--- src/rtl/sdram_arbiter.sv ---
`default_nettype none
// ============================================================================
// Module   : sdram_arbiter
// Purpose  : Two-port round-robin arbiter with bounded hold time in front of a
//            single SDRAM controller command interface. Optional per-port grant
//            and preemption counters enabled by defining SDRAM_ARB_STATS_EN.
// Revision : 1.0  initial release
// ============================================================================
module sdram_arbiter #(
  parameter int MAX_HOLD   = 1024,
  parameter int HOLD_WIDTH = 16
) (
  input  logic        clk,
  input  logic        rst_n,
  input  logic        p0_req,
  input  logic        p0_write,
  input  logic [21:0] p0_address,
  output logic        p0_grant,
  output logic        p0_done,
  output logic        p0_preempted,
  input  logic        p1_req,
  input  logic        p1_write,
  input  logic [21:0] p1_address,
  output logic        p1_grant,
  output logic        p1_done,
  output logic        p1_preempted,
  input  logic        sdram_ready,
  input  logic        wr_fifo_empty,
  output logic        write_en,
  output logic        read_en,
  output logic [21:0] address,
  output logic        busy
`ifdef SDRAM_ARB_STATS_EN
  ,
  output logic [15:0] p0_grant_count,
  output logic [15:0] p1_grant_count,
  output logic [15:0] preempt_count
`endif
);

  typedef enum logic [1:0] {
    ST_IDLE   = 2'd0,
    ST_ACTIVE = 2'd1,
    ST_DRAIN  = 2'd2
  } state_t;

  localparam logic [HOLD_WIDTH-1:0] HOLD_MAX  = HOLD_WIDTH'(MAX_HOLD);
  localparam logic [HOLD_WIDTH-1:0] HOLD_LAST = (MAX_HOLD == 0) ? '0 : HOLD_WIDTH'(MAX_HOLD - 1);
  localparam logic [HOLD_WIDTH-1:0] HOLD_ONE  = HOLD_WIDTH'(1);

  state_t                state_q, state_d;
  logic                  owner_q, owner_d;
  logic                  last_owner_q, last_owner_d;
  logic [HOLD_WIDTH-1:0] hold_q, hold_d;
  logic                  preempt_q, preempt_d;
  logic                  wr_q, wr_d;
  logic [21:0]           addr_q, addr_d;
  logic [1:0]            grant_q, grant_d;
  logic                  wen_q, wen_d;
  logic                  ren_q, ren_d;
  logic [1:0]            done_q, done_d;
  logic [1:0]            pre_q, pre_d;

  logic owner_req, other_req, hold_hit, pick;

  assign owner_req = owner_q ? p1_req : p0_req;
  assign other_req = owner_q ? p0_req : p1_req;
  assign hold_hit  = (MAX_HOLD != 0) && (hold_q == HOLD_LAST);
  // On a tie the port that did not own the controller last wins.
  assign pick      = (p0_req && p1_req) ? ~last_owner_q : p1_req;

  always_ff @(posedge clk or negedge rst_n) begin
    if (!rst_n) begin
      state_q      <= ST_IDLE;
      owner_q      <= 1'b0;
      last_owner_q <= 1'b1;
      hold_q       <= '0;
      preempt_q    <= 1'b0;
      wr_q         <= 1'b0;
      addr_q       <= '0;
      grant_q      <= '0;
      wen_q        <= 1'b0;
      ren_q        <= 1'b0;
      done_q       <= '0;
      pre_q        <= '0;
    end else begin
      state_q      <= state_d;
      owner_q      <= owner_d;
      last_owner_q <= last_owner_d;
      hold_q       <= hold_d;
      preempt_q    <= preempt_d;
      wr_q         <= wr_d;
      addr_q       <= addr_d;
      grant_q      <= grant_d;
      wen_q        <= wen_d;
      ren_q        <= ren_d;
      done_q       <= done_d;
      pre_q        <= pre_d;
    end
  end

  always_comb begin
    state_d      = state_q;
    owner_d      = owner_q;
    last_owner_d = last_owner_q;
    hold_d       = hold_q;
    preempt_d    = preempt_q;
    wr_d         = wr_q;
    addr_d       = addr_q;
    grant_d      = grant_q;
    wen_d        = 1'b0;
    ren_d        = 1'b0;
    done_d       = '0;
    pre_d        = '0;

    case (state_q)
      ST_IDLE: begin
        grant_d = '0;
        if (sdram_ready && (p0_req || p1_req)) begin
          state_d   = ST_ACTIVE;
          owner_d   = pick;
          grant_d   = pick ? 2'b10 : 2'b01;
          addr_d    = pick ? p1_address : p0_address;
          wr_d      = pick ? p1_write : p0_write;
          hold_d    = '0;
          preempt_d = 1'b0;
        end
      end

      ST_ACTIVE: begin
        if (hold_q != HOLD_MAX) begin
          hold_d = hold_q + HOLD_ONE;
        end
        // A release in the expiry cycle counts as a normal release.
        if (!owner_req) begin
          state_d   = ST_DRAIN;
          grant_d   = '0;
          preempt_d = 1'b0;
        end else if (hold_hit && other_req) begin
          state_d   = ST_DRAIN;
          grant_d   = '0;
          preempt_d = 1'b1;
        end else begin
          wen_d = wr_q;
          ren_d = ~wr_q;
        end
      end

      ST_DRAIN: begin
        grant_d = '0;
        if (sdram_ready && (!wr_q || wr_fifo_empty)) begin
          state_d      = ST_IDLE;
          done_d       = owner_q ? 2'b10 : 2'b01;
          pre_d        = preempt_q ? done_d : 2'b00;
          last_owner_d = owner_q;
        end
      end

      default: begin
        state_d = ST_IDLE;
        grant_d = '0;
      end
    endcase
  end

  assign p0_grant     = grant_q[0];
  assign p1_grant     = grant_q[1];
  assign p0_done      = done_q[0];
  assign p1_done      = done_q[1];
  assign p0_preempted = pre_q[0];
  assign p1_preempted = pre_q[1];
  assign write_en     = wen_q;
  assign read_en      = ren_q;
  assign address      = addr_q;
  assign busy         = (state_q != ST_IDLE);

`ifdef SDRAM_ARB_STATS_EN
  logic [15:0] p0_cnt_q, p1_cnt_q, pre_cnt_q;
  logic        grant_evt, preempt_evt;

  assign grant_evt   = (state_q == ST_IDLE) && (state_d == ST_ACTIVE);
  assign preempt_evt = (state_q == ST_DRAIN) && (state_d == ST_IDLE) && preempt_q;

  always_ff @(posedge clk or negedge rst_n) begin
    if (!rst_n) begin
      p0_cnt_q  <= '0;
      p1_cnt_q  <= '0;
      pre_cnt_q <= '0;
    end else begin
      if (grant_evt && !pick && (p0_cnt_q != 16'hFFFF)) p0_cnt_q <= p0_cnt_q + 16'd1;
      if (grant_evt &&  pick && (p1_cnt_q != 16'hFFFF)) p1_cnt_q <= p1_cnt_q + 16'd1;
      if (preempt_evt && (pre_cnt_q != 16'hFFFF))       pre_cnt_q <= pre_cnt_q + 16'd1;
    end
  end

  assign p0_grant_count = p0_cnt_q;
  assign p1_grant_count = p1_cnt_q;
  assign preempt_count  = pre_cnt_q;
`endif

endmodule
`default_nettype wire

--- config.mk ---
export PLATFORM = sky130hd
export DESIGN_NAME = sdram_arbiter
export DESIGN_NICKNAME = d
export VERILOG_FILES = /design/src/rtl/sdram_arbiter.sv
export SDC_FILE = /design/constraint.sdc
export NUM_CORES = 1
export LEC_CHECK = 0
export ABC_AREA = 1
export BUFFER_PORTS_ARGS = -buffer_cell sky130_fd_sc_hd__buf_2
export CORE_UTILIZATION = 34
export DETAILED_ROUTE_END_ITERATION = 10
export HOLD_SLACK_MARGIN = 0.06
export PLACE_DENSITY_LB_ADDON = 0.08
export SETUP_SLACK_MARGIN = 0.15
export SYNTH_ARGS = -nofsm -noshare
export SYNTH_HDL_FRONTEND = slang
export SYNTH_SLANG_ARGS = --single-unit
--- constraint.sdc ---
create_clock -name clk -period 1.2 [get_ports clk]
set_input_delay 0.24 -clock clk [delete_from_list [all_inputs] [get_ports clk]]
set_output_delay 0.24 -clock clk [all_outputs]
set_load 0.01 [all_outputs]
# [Yosys cells after proc, flatten, opt, wreduce, memory -nomap -nowiden]
# Index checks and enable logic that the tools add are counted.
[totals] reg_bits=52 input_bits=52 out_inout_bits=31
[classes] addsub=1 eq_ne=8 mux=34 n_bitwise=2 reduce_logical=15
[ops] operator="$mux 16" n=2
[ops] operator="$pmux 16 s2" n=1
[ops] operator="$mux 2" n=14
[ops] operator="$mux 22" n=1
[ops] operator="$add 16x1->16 const B" n=1
[ops] operator="$eq 16x10->1 const B" n=1
[ops] operator="$ne 16x11->1 const B" n=1
[ops] operator="$mux 1" n=13
[ops] operator="$reduce_and 3->1" n=3
[ops] operator="$ne 2x2->1 const B" n=3
[ops] operator="$pmux 2 s3" n=1
[ops] operator="$logic_and 1x1->1" n=4
[ops] operator="$pmux 2 s2" n=1
[ops] operator="$reduce_and 2->1" n=2
[ops] operator="$reduce_bool 2->1" n=2
[ops] operator="$ne 3x3->1 const B" n=1
[ops] operator="$eq 2x1->1 const B" n=1
[ops] operator="$eq 2x2->1 const B" n=1
[ops] operator="$logic_not 2->1" n=1
[ops] operator="$logic_or 1x1->1" n=2
[ops] operator="$not 1->1" n=2
[ops] operator="$pmux 1 s2" n=1
[ops] operator="$logic_not 1->1" n=1

# [Logic depth before layout (Yosys ltp)]
[logic_depth] ltp_word=5 depth_mapped=9 ltp_nobuf=9

# [Worst setup path before layout]
# OpenSTA, ideal clock, no wires.
[synth_timing] path_kind="reg-to-reg" from="register hold_q[0]" to="register hold_q[11]" arrival_time_ps=1280 t_required_ps=1135 setup_slack_ps=-145 stages_incl_launch_ff=10 n_path_buf=1 period_less_slack_ps=1345 cell_sequence="dfrtp_1 -> inv_1 -> ha_1 -> nand3_1 -> nor2_1 -> nand3_1 -> nand2_2 -> buf_4 -> nand2_1 -> nand2_1"
[synth_via] elab_chain_cells=3 word_cells_on_any_way=6
[synth_lines] element="from (decl)" line="54" rtl="logic [HOLD_WIDTH-1:0] hold_q, hold_d;"
[synth_lines] element="from (signal assigned)" line="90" rtl="hold_q <= hold_d;"
[synth_lines] element="$add 16x1->16 / $ne 16x11->1 (equally long branches)" line="132, 131"
[synth_lines] element="$mux 16 / $ne 2x2->1 (equally long branches)"
[synth_lines] element="$pmux 16 s2 / $reduce_and 3->1 (equally long branches)"
# Parallel ways exist; a longest one is shown, timed or not. The select of a mux whose other input is x is not followed.
# A chain may end at the register's enable or synchronous reset.

# [Worst setup path in the final report]
[layout_timing] from="register hold_q[0]" to="register hold_q[10]"
# The elaborated chain is that of the path after synthesis.

==> results.md <==
* Starting Density at 0.352
* Area of the multi-input gates at 1390 um2
* Net switching power at 2.73 mW
* Congestion Overflow GR at 0
* Storage cell area at 1300 um2
* Num CTS Buffers at 5
* Required time of the critical path at 1440 ps
* Critical path class: flop to flop
* Final Hold Vio Count at 0
* Slew Limit Fails at 0
* Arr. time, crit path at 1600 ps
* Post-synthesis sequential area ratio at 0.510
* Area overhead of the layout relative to synthesis at 69.0%
* Worst-path clk slew at 100 ps
* Most frequent cell after synthesis: nand2_1
* Synthesized net count at 367
* Initial DRC Count at 72
* FMAX at 0.732 GHz
* Share of cells above drive strength 1 at 0.517
* Nets at 537
* CP bufs+invs at 2
* Maximum buffer depth of the clock tree at 2
* Largest net degree at the start of global routing at 30
* Most area-hungry cell type in the Yosys netlist: dfrtp_1
* Die ar. at 7870 um2
* Fill cell count at 670
* Switching Fraction at 0.350
* Total Power at 7.80 mW
* Violated checks: setup timing
* Die X at 88.7 um
* Slew at the pin closest to its max-slew limit at 376 ps
* Int Power at 5.07 mW
* Pre-CTS WS at -173 ps
* DP HPWL at 5030 um
* Worst-skew pair later-pin latency at 310 ps
* Clock power share at 0.159
* Mean post-synth cell area at 8.17 um2
* CP delay by family, top: simple AND/OR/NAND/NOR gates
* Core Area at 7250 um2
* Post-route setup slack at -166 ps
* Wire length of the first global-routing pass at 11200 um
* I/O pin cnt at 83
* Max-Cap Viols at 0
* GP Congestion at 0.790
* Critical Path Max Stage Delay at 420 ps
* Min Tclk post-route at 1370 ps
* Vias per inst at 4.55
* Yosys Warn Count at 0
* Htree depth at 2
* Routed Wire Length at 7010 um
* Clock skew at 11.5 ps
* Slew headroom at 0.748
* Post-synth EDFFs at 0
* FFs w/ async S/R, synth at 1.00
* Startpoint Class: flop
* Outcome: finished with violations
* Netlist cell types at 25
* Crit-path cells: inv_2 > ha_4 > nand3_2 > nor2_2 > nand3_2 > nand2_4 > buf_8 > nand2_1 > o21ai_0
* CTS Sinks at 52
* Pre-antenna DRT Iters at 4
* Vias at 2650
* RSZ-0062 raised after global routing: true
* Critical Path Sink Type: flop
* # rows at 31
* Reg power frac at 0.332
* Logic pwr share at 0.509
* Slowest-stage cell, CP: dfrtp_1
* PD cells at 1810 nW/um2
* Leading register cell type out of synthesis: dfrtp_1
* IO buf count at 82
* Gate Count Post-Synth at 313
* CP most frequent cell: nand3_2
* Maximum VDD drop at 940 uV
* Ant diodes at 0
* Synth Register Bits at 52
* Routed Antenna Nets at 0
* DRC Markers at 0
* Total track usage at 0.184
* Vias in the first global route at 2463
* Final Cycle Share at 1.14
* Hold crit path type: input pin to flop
* Die Y at 88.7 um
* Synth cell count leaders: nand2_1, dfrtp_1, nand3_1
* Root buf cell: clkbuf_8
* Worst hold slack at 119 ps
* Post-Syn Area at 2560 um2
* Initial antenna violation count at 0
* Crit Path Max Fanout at 8
* Ranking of synthesized cells by area: dfrtp_1, nand2_1, a22oi_1
* CTS tree: done
* Leakage at 2.25 nW
* Setup Viol. Count Final at 46
* Yosys top cell area share at 0.499
* Wire length per cell at 12.0 um
## power groups by stage
stage / sequential (mW) / combinational [mW] / clock [mW]
2_1_floorplan: 2.80 / 1.37 / 0
4_1_cts: 2.59 / 3.45 / 1.29
6_report: 2.59 / 3.97 / 1.24
5_1_grt: 2.65 / 4.32 / 1.37
3_5_place_dp: 2.63 / 2.75 / 0
3_3_place_gp: 2.62 / 2.74 / 0
## path summary, 6_finish.rpt
check | slack [ps] | cells past startpoint | to | startpoint
hold / removal | 120 | 3 | address[6] | p0_address[6]
hold reg to reg | 500 | 2 | preempt_q | preempt_q
setup reg to reg | -170 | 9 | hold_q[10] | hold_q[0]
max in group asynchronous | 380 | 3 | last_owner_q | rst_n
min in group asynchronous | 280 | 2 | done_q[1] | rst_n
setup / recovery | -170 | 9 | hold_q[10] | hold_q[0]
## worst min-delay path: cells and delay by family
family | cells | cell delay (ps)
and+or+nand+nor | 2 | 90
buffers and inverters | 1 | 70
## state kept, by name, indices dropped and copies added, names as in the netlist, 2 cells and up
signal   flops
grant_q      2
hold_q      16
address     22
done_q       2
pre_q        2
state_q      2
## through the flow
stage	TNS, ps	instances	utilization	instance area (um2)
final	-5750	583	0.596	4320
after global routing	-9860	583	0.596	4320
after CTS	-6040	571	0.563	4080
after detailed placement	-5760	541	0.501	3630
after global placement	-5910	541	0.501	3630
after floorplan	-2580	313	-	2680
## per-layer routing
metal | wire length [um] | track usage | vias to the layer above
met5 | 0 | 0 | -
met4 | 48 | 0.0396 | 0
met3 | 265 | 0.0308 | 7
met2 | 3290 | 0.297 | 66
met1 | 3410 | 0.260 | 1211
li1 | - | - | 1366
## what timing repair did
action	in CTS	in global routing
gates resized for setup	39	32
cloned	1	2
hold endpoints to repair	51	0
setup buffers	20	10
hold buffers	1	0
endpoints found under the setup margin	77	83
pin swaps	11	21
## kinds of logic after synthesis
family / after synthesis / share of synthesized area
AO/OA/AOI/OAI: 40 / 0.106
XOR/XNOR: 5 / 0.0171
adder cells (fa/ha/maj): 2 / 0.00979
buffers and inverters: 34 / 0.0612
flip-flops: 52 / 0.510
AND/OR/NAND/NOR: 180 / 0.297
## layout make-up
cell class / instances / area share
Clock buffer: 5 / 0.0159
Clock inverter: 3 / 0.0110
Inverter: 25 / 0.0217
Multi-Input combinational cell: 227 / 0.321
Sequential cell: 52 / 0.301
Tap cell: 99 / 0.0287
Timing Repair Buffer: 172 / 0.301
## cells in the final DEF, fill, tap and decap left out, types with 3 or more instances in the layout
cell type,synthesis,layout
nand2_1,109,90
buf_2,2,76
buf_4,5,72
dfrtp_1,51,51
nand3_1,29,24
nor2_1,25,22
inv_1,25,21
a22oi_2,0,21
nand2_2,2,15
buf_6,1,12
o21ai_1,0,7
buf_12,0,7
nand2_4,0,6
nor2_4,2,5
nand4_1,5,5
nand3_2,0,5
clkbuf_8,0,5
inv_2,0,4
o21ai_0,13,4
nor3_2,0,3
xnor2_1,3,3
o21ai_2,1,3
No activity file was read; power rests on OpenSTA's default activity.
